<file path="config.mk">
export PLATFORM = sky130hd
export DESIGN_NAME = session_ctrl
export DESIGN_NICKNAME = d
export VERILOG_FILES = /design/src/rtl/session_ctrl.sv
export SDC_FILE = /design/constraint.sdc
export NUM_CORES = 1
export LEC_CHECK = 0
export CORE_ASPECT_RATIO = 0.6
export CORE_MARGIN = 4
export CORE_UTILIZATION = 40
export DETAILED_ROUTE_END_ITERATION = 8
export MAX_ROUTING_LAYER = met4
export PLACE_DENSITY = 0.66
export SLEW_MARGIN = 40
export SYNTH_ARGS = -nofsm -noshare
export SYNTH_HDL_FRONTEND = slang
export SYNTH_SLANG_ARGS = --single-unit
</file>
<file path="constraint.sdc">
create_clock -name i_clk -period 7.95 [get_ports i_clk]
set_input_delay 1.1925 -clock i_clk [delete_from_list [all_inputs] [get_ports i_clk]]
set_output_delay 1.1925 -clock i_clk [all_outputs]
set_load 0.005 [all_outputs]
</file>
<file path="src/rtl/session_ctrl.sv">
// Multi-round session sequencer for the reaction-time game.
// Arms core_fsm for ROUNDS trials separated by a GAP_CYCLES idle gap,
// collects the BCD results and keeps last / best / saturating-sum stats.
// Aborts after MAX_MISS false starts. Every output is registered.
// i_rst_n asserts asynchronously; its release is expected to be synchronous
// to i_clk, as produced by the upstream reset generator.
module session_ctrl #(
   parameter int ROUNDS     = 4,
   parameter int GAP_CYCLES = 16,
   parameter int MAX_MISS   = 3
) (
   input  logic        i_clk,
   input  logic        i_rst_n,
   input  logic        i_start,
   input  logic        i_cancel,
   input  logic        i_done,
   input  logic        i_miss,
   input  logic [23:0] i_measured,
   output logic        o_arm,
   output logic        o_busy,
   output logic        o_done,
   output logic        o_abort,
   output logic [3:0]  o_round,
   output logic [3:0]  o_misses,
   output logic [23:0] o_last,
   output logic [23:0] o_best,
   output logic [23:0] o_sum
);

   localparam int            GW       = (GAP_CYCLES > 1) ? $clog2(GAP_CYCLES) : 1;
   localparam logic [GW-1:0] GAP_LOAD = GW'(GAP_CYCLES - 1);
   localparam logic [3:0]    ROUNDS_L = 4'(ROUNDS);
   localparam logic [3:0]    MISS_L   = 4'(MAX_MISS);
   localparam logic [23:0]   BEST_NONE = 24'hFFFFFF;
   localparam logic [23:0]   SUM_SAT   = 24'h999999;

   typedef enum logic [2:0] {S_IDLE, S_GAP, S_ARM, S_WAIT, S_ACC, S_DONE} state_t;

   state_t        r_state, w_state_nxt;
   logic [GW-1:0] r_gap,    w_gap_nxt;
   logic [3:0]    r_round,  w_round_nxt;
   logic [3:0]    r_misses, w_misses_nxt;
   logic [23:0]   r_last,   w_last_nxt;
   logic [23:0]   r_best,   w_best_nxt;
   logic [23:0]   r_sum,    w_sum_nxt;
   logic          r_done,   w_done_nxt;
   logic          r_abort,  w_abort_nxt;
   logic          r_arm,    r_busy;

   // Six cascaded BCD digit adders (sum + last) with +6 correction.
   logic [6:0]  w_carry;
   logic [23:0] w_bcd_sum;
   assign w_carry[0] = 1'b0;
   for (genvar d = 0; d < 6; d++) begin : g_dig
      logic [4:0] w_raw;
      assign w_raw = {1'b0, r_sum[4*d +: 4]} + {1'b0, r_last[4*d +: 4]} + {4'd0, w_carry[d]};
      assign w_carry[d+1] = (w_raw > 5'd9);
      assign w_bcd_sum[4*d +: 4] = w_carry[d+1] ? 4'(w_raw + 5'd6) : w_raw[3:0];
   end

   // Next-state and next-value logic; cancel overrides every other input.
   always_comb begin
      w_state_nxt  = r_state;
      w_gap_nxt    = r_gap;
      w_round_nxt  = r_round;
      w_misses_nxt = r_misses;
      w_last_nxt   = r_last;
      w_best_nxt   = r_best;
      w_sum_nxt    = r_sum;
      w_done_nxt   = r_done;
      w_abort_nxt  = r_abort;
      if (i_cancel) begin
         w_state_nxt = S_IDLE;
         w_done_nxt  = 1'b0;
         w_abort_nxt = 1'b0;
      end else begin
         case (r_state)
            S_IDLE, S_DONE: begin
               if (i_start) begin
                  w_round_nxt  = '0;
                  w_misses_nxt = '0;
                  w_sum_nxt    = '0;
                  w_last_nxt   = '0;
                  w_best_nxt   = BEST_NONE;
                  w_done_nxt   = 1'b0;
                  w_abort_nxt  = 1'b0;
                  w_gap_nxt    = GAP_LOAD;
                  w_state_nxt  = S_GAP;
               end
            end
            S_GAP: begin
               if (r_gap == '0) w_state_nxt = S_ARM;
               else             w_gap_nxt   = r_gap - 1'b1;
            end
            S_ARM: w_state_nxt = S_WAIT;
            S_WAIT: begin
               // A miss in the same cycle as a result discards the result.
               if (i_miss) begin
                  w_misses_nxt = r_misses + 4'd1;
                  if (w_misses_nxt == MISS_L) begin
                     w_abort_nxt = 1'b1;
                     w_state_nxt = S_DONE;
                  end else begin
                     w_gap_nxt   = GAP_LOAD;
                     w_state_nxt = S_GAP;
                  end
               end else if (i_done) begin
                  w_last_nxt = i_measured;
                  if (i_measured < r_best) w_best_nxt = i_measured;
                  w_state_nxt = S_ACC;
               end
            end
            S_ACC: begin
               w_sum_nxt   = w_carry[6] ? SUM_SAT : w_bcd_sum;
               w_round_nxt = r_round + 4'd1;
               if (w_round_nxt == ROUNDS_L) begin
                  w_done_nxt  = 1'b1;
                  w_state_nxt = S_DONE;
               end else begin
                  w_gap_nxt   = GAP_LOAD;
                  w_state_nxt = S_GAP;
               end
            end
            default: w_state_nxt = S_IDLE;
         endcase
      end
   end

   // State register.
   always_ff @(posedge i_clk or negedge i_rst_n) begin
      if (!i_rst_n) r_state <= S_IDLE;
      else          r_state <= w_state_nxt;
   end

   // Datapath and registered outputs; arm/busy decode the upcoming state.
   always_ff @(posedge i_clk or negedge i_rst_n) begin
      if (!i_rst_n) begin
         r_gap    <= '0;
         r_round  <= '0;
         r_misses <= '0;
         r_last   <= '0;
         r_best   <= BEST_NONE;
         r_sum    <= '0;
         r_done   <= 1'b0;
         r_abort  <= 1'b0;
         r_arm    <= 1'b0;
         r_busy   <= 1'b0;
      end else begin
         r_gap    <= w_gap_nxt;
         r_round  <= w_round_nxt;
         r_misses <= w_misses_nxt;
         r_last   <= w_last_nxt;
         r_best   <= w_best_nxt;
         r_sum    <= w_sum_nxt;
         r_done   <= w_done_nxt;
         r_abort  <= w_abort_nxt;
         r_arm    <= (w_state_nxt == S_ARM);
         r_busy   <= (w_state_nxt inside {S_GAP, S_ARM, S_WAIT, S_ACC});
      end
   end

   assign o_arm    = r_arm;
   assign o_busy   = r_busy;
   assign o_done   = r_done;
   assign o_abort  = r_abort;
   assign o_round  = r_round;
   assign o_misses = r_misses;
   assign o_last   = r_last;
   assign o_best   = r_best;
   assign o_sum    = r_sum;

endmodule

</file>
After elaboration in Yosys (flattened, before gate mapping)
Index checks and enable logic that the tools add are counted.
{"block": "word_totals", "register_bits": 91, "inputBits": 30, "out_inout_bits": 84, "wordCells": 119}
{"block": "op_classes", "n_addsub": 19, "n_lt_le_gt_ge": 7, "eq_ne": 23, "n_mux": 42, "bitwise": 1, "reduce_logical": 16}
{"op": "24-bit two-way mux", "n": 8}
{"op": "24-bit one-hot mux with 2 select lines", "n": 3}
{"op": "4-bit two-way mux", "n": 12}
{"op": "4-bit by 4-bit adder with 5-bit output", "n": 6}
{"op": "5-bit by 4-bit > comparator with 1-bit output (second input constant)", "n": 6}
{"op": "5-bit by 1-bit adder with 5-bit output", "n": 5}
{"op": "24-bit < comparator", "n": 1}
{"op": "3-bit two-way mux", "n": 7}
{"op": "4-bit by 3-bit adder with 4-bit output (second input constant)", "n": 5}
{"op": "2-bit inequality test (second input constant)", "n": 8}
{"op": "4-bit one-hot mux with 2 select lines", "n": 2}
{"op": "4-bit one-hot mux with 4 select lines", "n": 1}
{"op": "3-bit one-hot mux with 5 select lines", "n": 1}
{"op": "3-bit by 2-bit == test with 1-bit output (second input constant)", "n": 4}
{"op": "3-bit inequality test (second input constant)", "n": 4}
{"op": "3-bit == test (second input constant)", "n": 3}
{"op": "4-bit by 1-bit adder with 4-bit output (second input constant)", "n": 2}
{"op": "4-bit AND reduction", "n": 2}
{"op": "4-bit nonzero test", "n": 2}
{"op": "7-bit AND reduction", "n": 1}
{"op": "3-bit by 1-bit == test with 1-bit output (second input constant)", "n": 2}
{"op": "1-bit two-way mux", "n": 6}
{"op": "3-bit AND reduction", "n": 2}
{"op": "6-bit AND reduction", "n": 1}
{"op": "other kinds (11)", "n": 14}

Longest topological paths before layout
{"block": "depth", "ltp_word": 14, "ltp_mapped": 41, "mapped_depth_nobuf": 40}

Worst setup path before layout
No wires, ideal clock.
{"block": "synth_path", "path_type": "register -> register", "startpoint": "reg r_last[0] (netlist: o_last[0])", "endpoint": "reg r_sum[10] (netlist: o_sum[10])", "setup_time_ns": 0.121, "t_arrival_ns": 8.613, "required_ns": 7.829, "slack_ns": -0.784, "path_stages_with_launch": 40, "n_path_buf": 1, "synth_period_minus_slack_ns": 8.734, "path_cell_list": "dfrtp_1 ha_1 inv_1 fa_1 xor2_1 nand2_1 a21oi_1 fa_1 inv_1 fa_1 xnor2_1 and2_1 o31a_1 fa_1 inv_1 fa_1 inv_1 and2_1 (+4 left out) xnor2_1 and2_1 o31a_1 fa_1 inv_1 fa_1 inv_1 and2_1 o31a_1 fa_1 inv_1 fa_1 xor2_1 nor2_1 o31a_1 and2_1 clkbuf_1 a22o_1"}
{"block": "synth_between", "elab_chain_len": 14, "word_cells_on_any_way": 16, "cone_classes": "add/sub: 7; order compare: 6; mux: 3"}
{"item": "start: declaration", "line_no": "43", "text": "logic [23:0] r_last, w_last_nxt;"}
{"item": "start signal: assignment", "line_no": "152", "text": "r_last <= w_last_nxt;"}
{"item": "4-bit by 4-bit adder with 5-bit output (*)", "line_no": "56", "text": "assign w_raw = {1'b0, r_sum[4*d +: 4]} + {1'b0, r_last[4*d +: 4]} + {4'd0, w_carry[d]};"}
{"item": "5-bit by 4-bit > comparator with 1-bit output (*)", "line_no": "57", "text": "assign w_carry[d+1] = (w_raw > 5'd9);"}
{"item": "5-bit by 1-bit adder with 5-bit output (*)", "line_no": "56"}
{"item": "5-bit by 4-bit > comparator with 1-bit output (*)", "line_no": "57"}
{"item": "5-bit by 1-bit adder with 5-bit output (*)", "line_no": "56"}
{"item": "5-bit by 4-bit > comparator with 1-bit output", "line_no": "57"}
{"item": "5-bit by 1-bit adder with 5-bit output", "line_no": "56"}
{"item": "5-bit by 4-bit > comparator with 1-bit output", "line_no": "57"}
{"item": "5-bit by 1-bit adder with 5-bit output", "line_no": "56"}
{"item": "5-bit by 4-bit > comparator with 1-bit output", "line_no": "57"}
{"item": "5-bit by 1-bit adder with 5-bit output", "line_no": "56"}
{"item": "5-bit by 4-bit > comparator with 1-bit output", "line_no": "57"}
{"item": "24-bit two-way mux (*)", "line_no": "114", "text": "w_sum_nxt = w_carry[6] ? SUM_SAT : w_bcd_sum;"}
{"item": "24-bit one-hot mux with 2 select lines (*)", "line_no": "77", "text": "case (r_state)"}
{"item": "end signal: assignment", "line_no": "154", "text": "r_sum <= w_sum_nxt;"}
{"item": "end: declaration", "line_no": "45", "text": "logic [23:0] r_sum, w_sum_nxt;"}
Every way passes the cells marked *; elsewhere a longest branch is shown, timed or not.
A chain may end at the register's enable or synchronous reset.

Worst setup path after layout
{"block": "layout_path", "startpoint": "reg r_last[0] (netlist: o_last[0])", "endpoint": "reg r_sum[11] (netlist: o_sum[11])"}
The elaborated chain is that of the path after synthesis.

==> flow_summary.ini <==
[run_status]
status = finished with violations
violations = negative setup slack

[placed_design]
pre_cts_slack_ns = -0.3811
placed_area_um2 = 7112
dp_hpwl_mm = 12.42
port_buffers = 113
gp_congestion = 0.8987

[min_path]
holdCritPathClass = flop to flop
min_from = o_sum[4]

[critical_path]
reg2reg_from = o_last[0]
path_max_fanout = 7
crit_path_start = o_last[0]
worstPathRequired_ns = 8.16
r2r_slack_ns = -0.20
slowest_stage = fa_2
cpMostUsedCell = fa_2
cp-end-kind = flop
arrival_ns = 8.36
startpoint_type = flop
cpPeakStageDelay_ns = 0.54
crit_type = flop to flop

[clock_network]
cts_tree = yes
hold_buffers = 0
cts_buffers = 9
clkLatencyLatePin_ns = 0.35
cts.sinks = 91
htreeDepth = 3
max-clock-path-buffers = 2
path_clk_slew_ns = 0.06
cts-root-buf = clkbuf_16

[floorplan]
initial_utilization_pct = 41.93
ios = 114
core-area_um2 = 13170
rows = 32
fp.dieW_um = 159.7
fp.dieH_um = 99.02
dieArea_um2 = 15810

[job]
drv_cap = 0

[power_and_ir_drop]
p_sw_share_pct = 24.22
power_w = 0.0009553
power.switching_w = 0.0002313
comb_power_share_pct = 6.8
internal-power_w = 0.0007239
vdd_ir_drop_max_v = 0.00009608
p_leak_nw = 3.642
power_frac_clock_pct = 43.6
seq_power_share_pct = 49.6
cellPowerDensity_nw_per_um2 = 125.6

[drt]
via_count = 4758
drtPass1Iterations = 5
wire_per_inst_um = 19.05
drc_errors = 0
ant_nets = 0
drt_wl_total_mm = 16.44
post_drt_via_cell_ratio = 5.513
drt-initial-drc-count = 242

[timing]
timing.final.crit_share_pct = 102.5
fin_skew_ns = 0.01042
hold_violations = 0
fin_crit_ns = 8.149
worstMarginPinSlew_ns = 0.6872
setup_viol = 23
max_slew_margin_pct = 53.84
grt_setup_unrepaired = true
hold_slack_ns = 0.5203
clock.fmax_ghz = 0.1227
finalMaxSlewViolations = 0
finalWorstSetupSlack_ns = -0.1988

[global_route]
antenna_found_initial = 0
grt_pass1_vias = 4862
grt-ovfl-total = 0
grt_util_all_layers_pct = 21.66
grt_pass1_wl_mm = 26.26
grt_start_max_net_pins = 70

[logic_synthesis]
synth_warnings = 0
synth_cell_type_count = 60
syn_avg_cell_area_um2 = 10.46
seq_area_frac_synth_pct = 41.78
synth-edff-count = 0
synth-seq-cells = 91
syn_area_um2 = 5523
syn_inst = 528
yosys_most_used_dff = dfrtp_1
syn-num-nets = 620
async_flop_share_pct = 100.0

[cells_and_area]
fill_cells = 1116
finalNetCount = 780
final_area_um2 = 7604
antenna_cells = 0
fin_util_pct = 57.72
syn_to_final_growth_pct = 37.68
drive_above_1_share_pct = 21.79
## routing by layer
| layer | routed length, µm | up-vias | global-route usage, % |
|---|---|---|---|
| met5 | 0 | - | - |
| met4 | 97 | 0 | 4.400 |
| met3 | 926 | 12 | 5.265 |
| met2 | 7143 | 135 | 31.61 |
| met1 | 8272 | 2376 | 30.76 |
| li1 | - | 2235 | - |
## power groups by stage
stage	clock, W	combinational (W)	sequential (W)
2_1_floorplan	0	0.0000267	0.000480
3_3_place_gp	0	0.0000630	0.000481
3_5_place_dp	0	0.0000656	0.000481
4_1_cts	0.000428	0.0000655	0.000473
5_1_grt	0.000445	0.0000721	0.000474
6_report	0.000417	0.0000648	0.000474
## cell usage in the layout, fill, tap and decap left out, drive strengths merged, types with 9 or more instances in the layout
cell type,synthesis,layout
ha,51,51
a22o,38,38
dfrtp,67,67
inv,60,62
a21oi,29,29
fa,11,11
o31a,9,9
nand2,30,30
dfstp,24,24
buf,6,53
o22a,24,24
clkdlybuf4s50,0,112
a21o,13,13
clkbuf,11,12
xnor2,10,10
nor2,16,16
nand3,10,10
o21ai,23,23
## repair_timing
item                       CTS  global route
cloned                       1             0
resized for setup            9             3
setup endpoints to repair   23            24
buffers inserted            14             6
pin swaps                   14             3
## worst max-delay path: cells and delay by family (launching register included)
kind | cells | cell delay [ns]
xor+xnor | 1 | 0.18
simple gates | 6 | 0.77
compound gates | 9 | 1.77
flops | 1 | 0.38
buf+inv | 10 | 0.59
fa+ha+maj | 12 | 4.29
## layout make-up
| cell class | instances | area [µm²] | share of cell area [%] |
|---|---|---|---|
| Inverter | 60 | 225.2 | 2.962 |
| Clock buffer | 12 | 257.7 | 3.390 |
| Multi-Input combinational cell | 361 | 3052 | 40.13 |
| Tap cell | 170 | 212.7 | 2.797 |
| Clock inverter | 4 | 22.52 | 0.2962 |
| Timing Repair Buffer | 165 | 1526 | 20.08 |
| Sequential cell | 91 | 2307 | 30.34 |
## logic make-up after synthesis
group	share of synthesized area, %
compound gates	22.16
xor+xnor	2.220
fa+ha+maj	15.54
buf+inv	5.709
flops	41.78
mux	1.314
simple gates	11.28
## registers in the layout (all words and copies together), names as in the netlist
register	flops
r_gap	4
o_abort	1
o_sum	24
o_last	24
o_done	1
o_busy	1
o_misses	4
o_round	4
r_state	3
o_best	24
o_arm	1
## synth_stat cells, types with 13 or more instances
master | instances | area, µm²
a21oi_1 | 29 | 145.1
inv_1 | 60 | 225.2
nand2_1 | 28 | 105.1
ha_1 | 51 | 638.1
a22o_1 | 38 | 332.8
dfstp_2 | 24 | 630.6
o21ai_0 | 22 | 110.1
o22a_1 | 24 | 210.2
dfrtp_1 | 67 | 1677
nor2_1 | 15 | 56.30
a21o_1 | 13 | 97.59
## through the flow
stage / std cells / setup TNS (ns)
2_1_floorplan: 528 / -5.463
3_3_place_gp: 826 / -1.392
3_5_place_dp: 826 / -8.062
4_1_cts: 857 / -2.651
5_1_grt: 863 / -11.27
6_report: 863 / -3.851
## worst paths after layout
path / endpoint / cells past startpoint
hold reg to reg: o_sum[4] / 1
max in group asynchronous: o_last[14] / 2
min in group asynchronous: o_best[9] / 1
hold / removal: o_sum[4] / 1
setup / recovery: o_sum[11] / 38
setup reg to reg: o_sum[11] / 38
No activity file was read; power rests on OpenSTA's default activity.
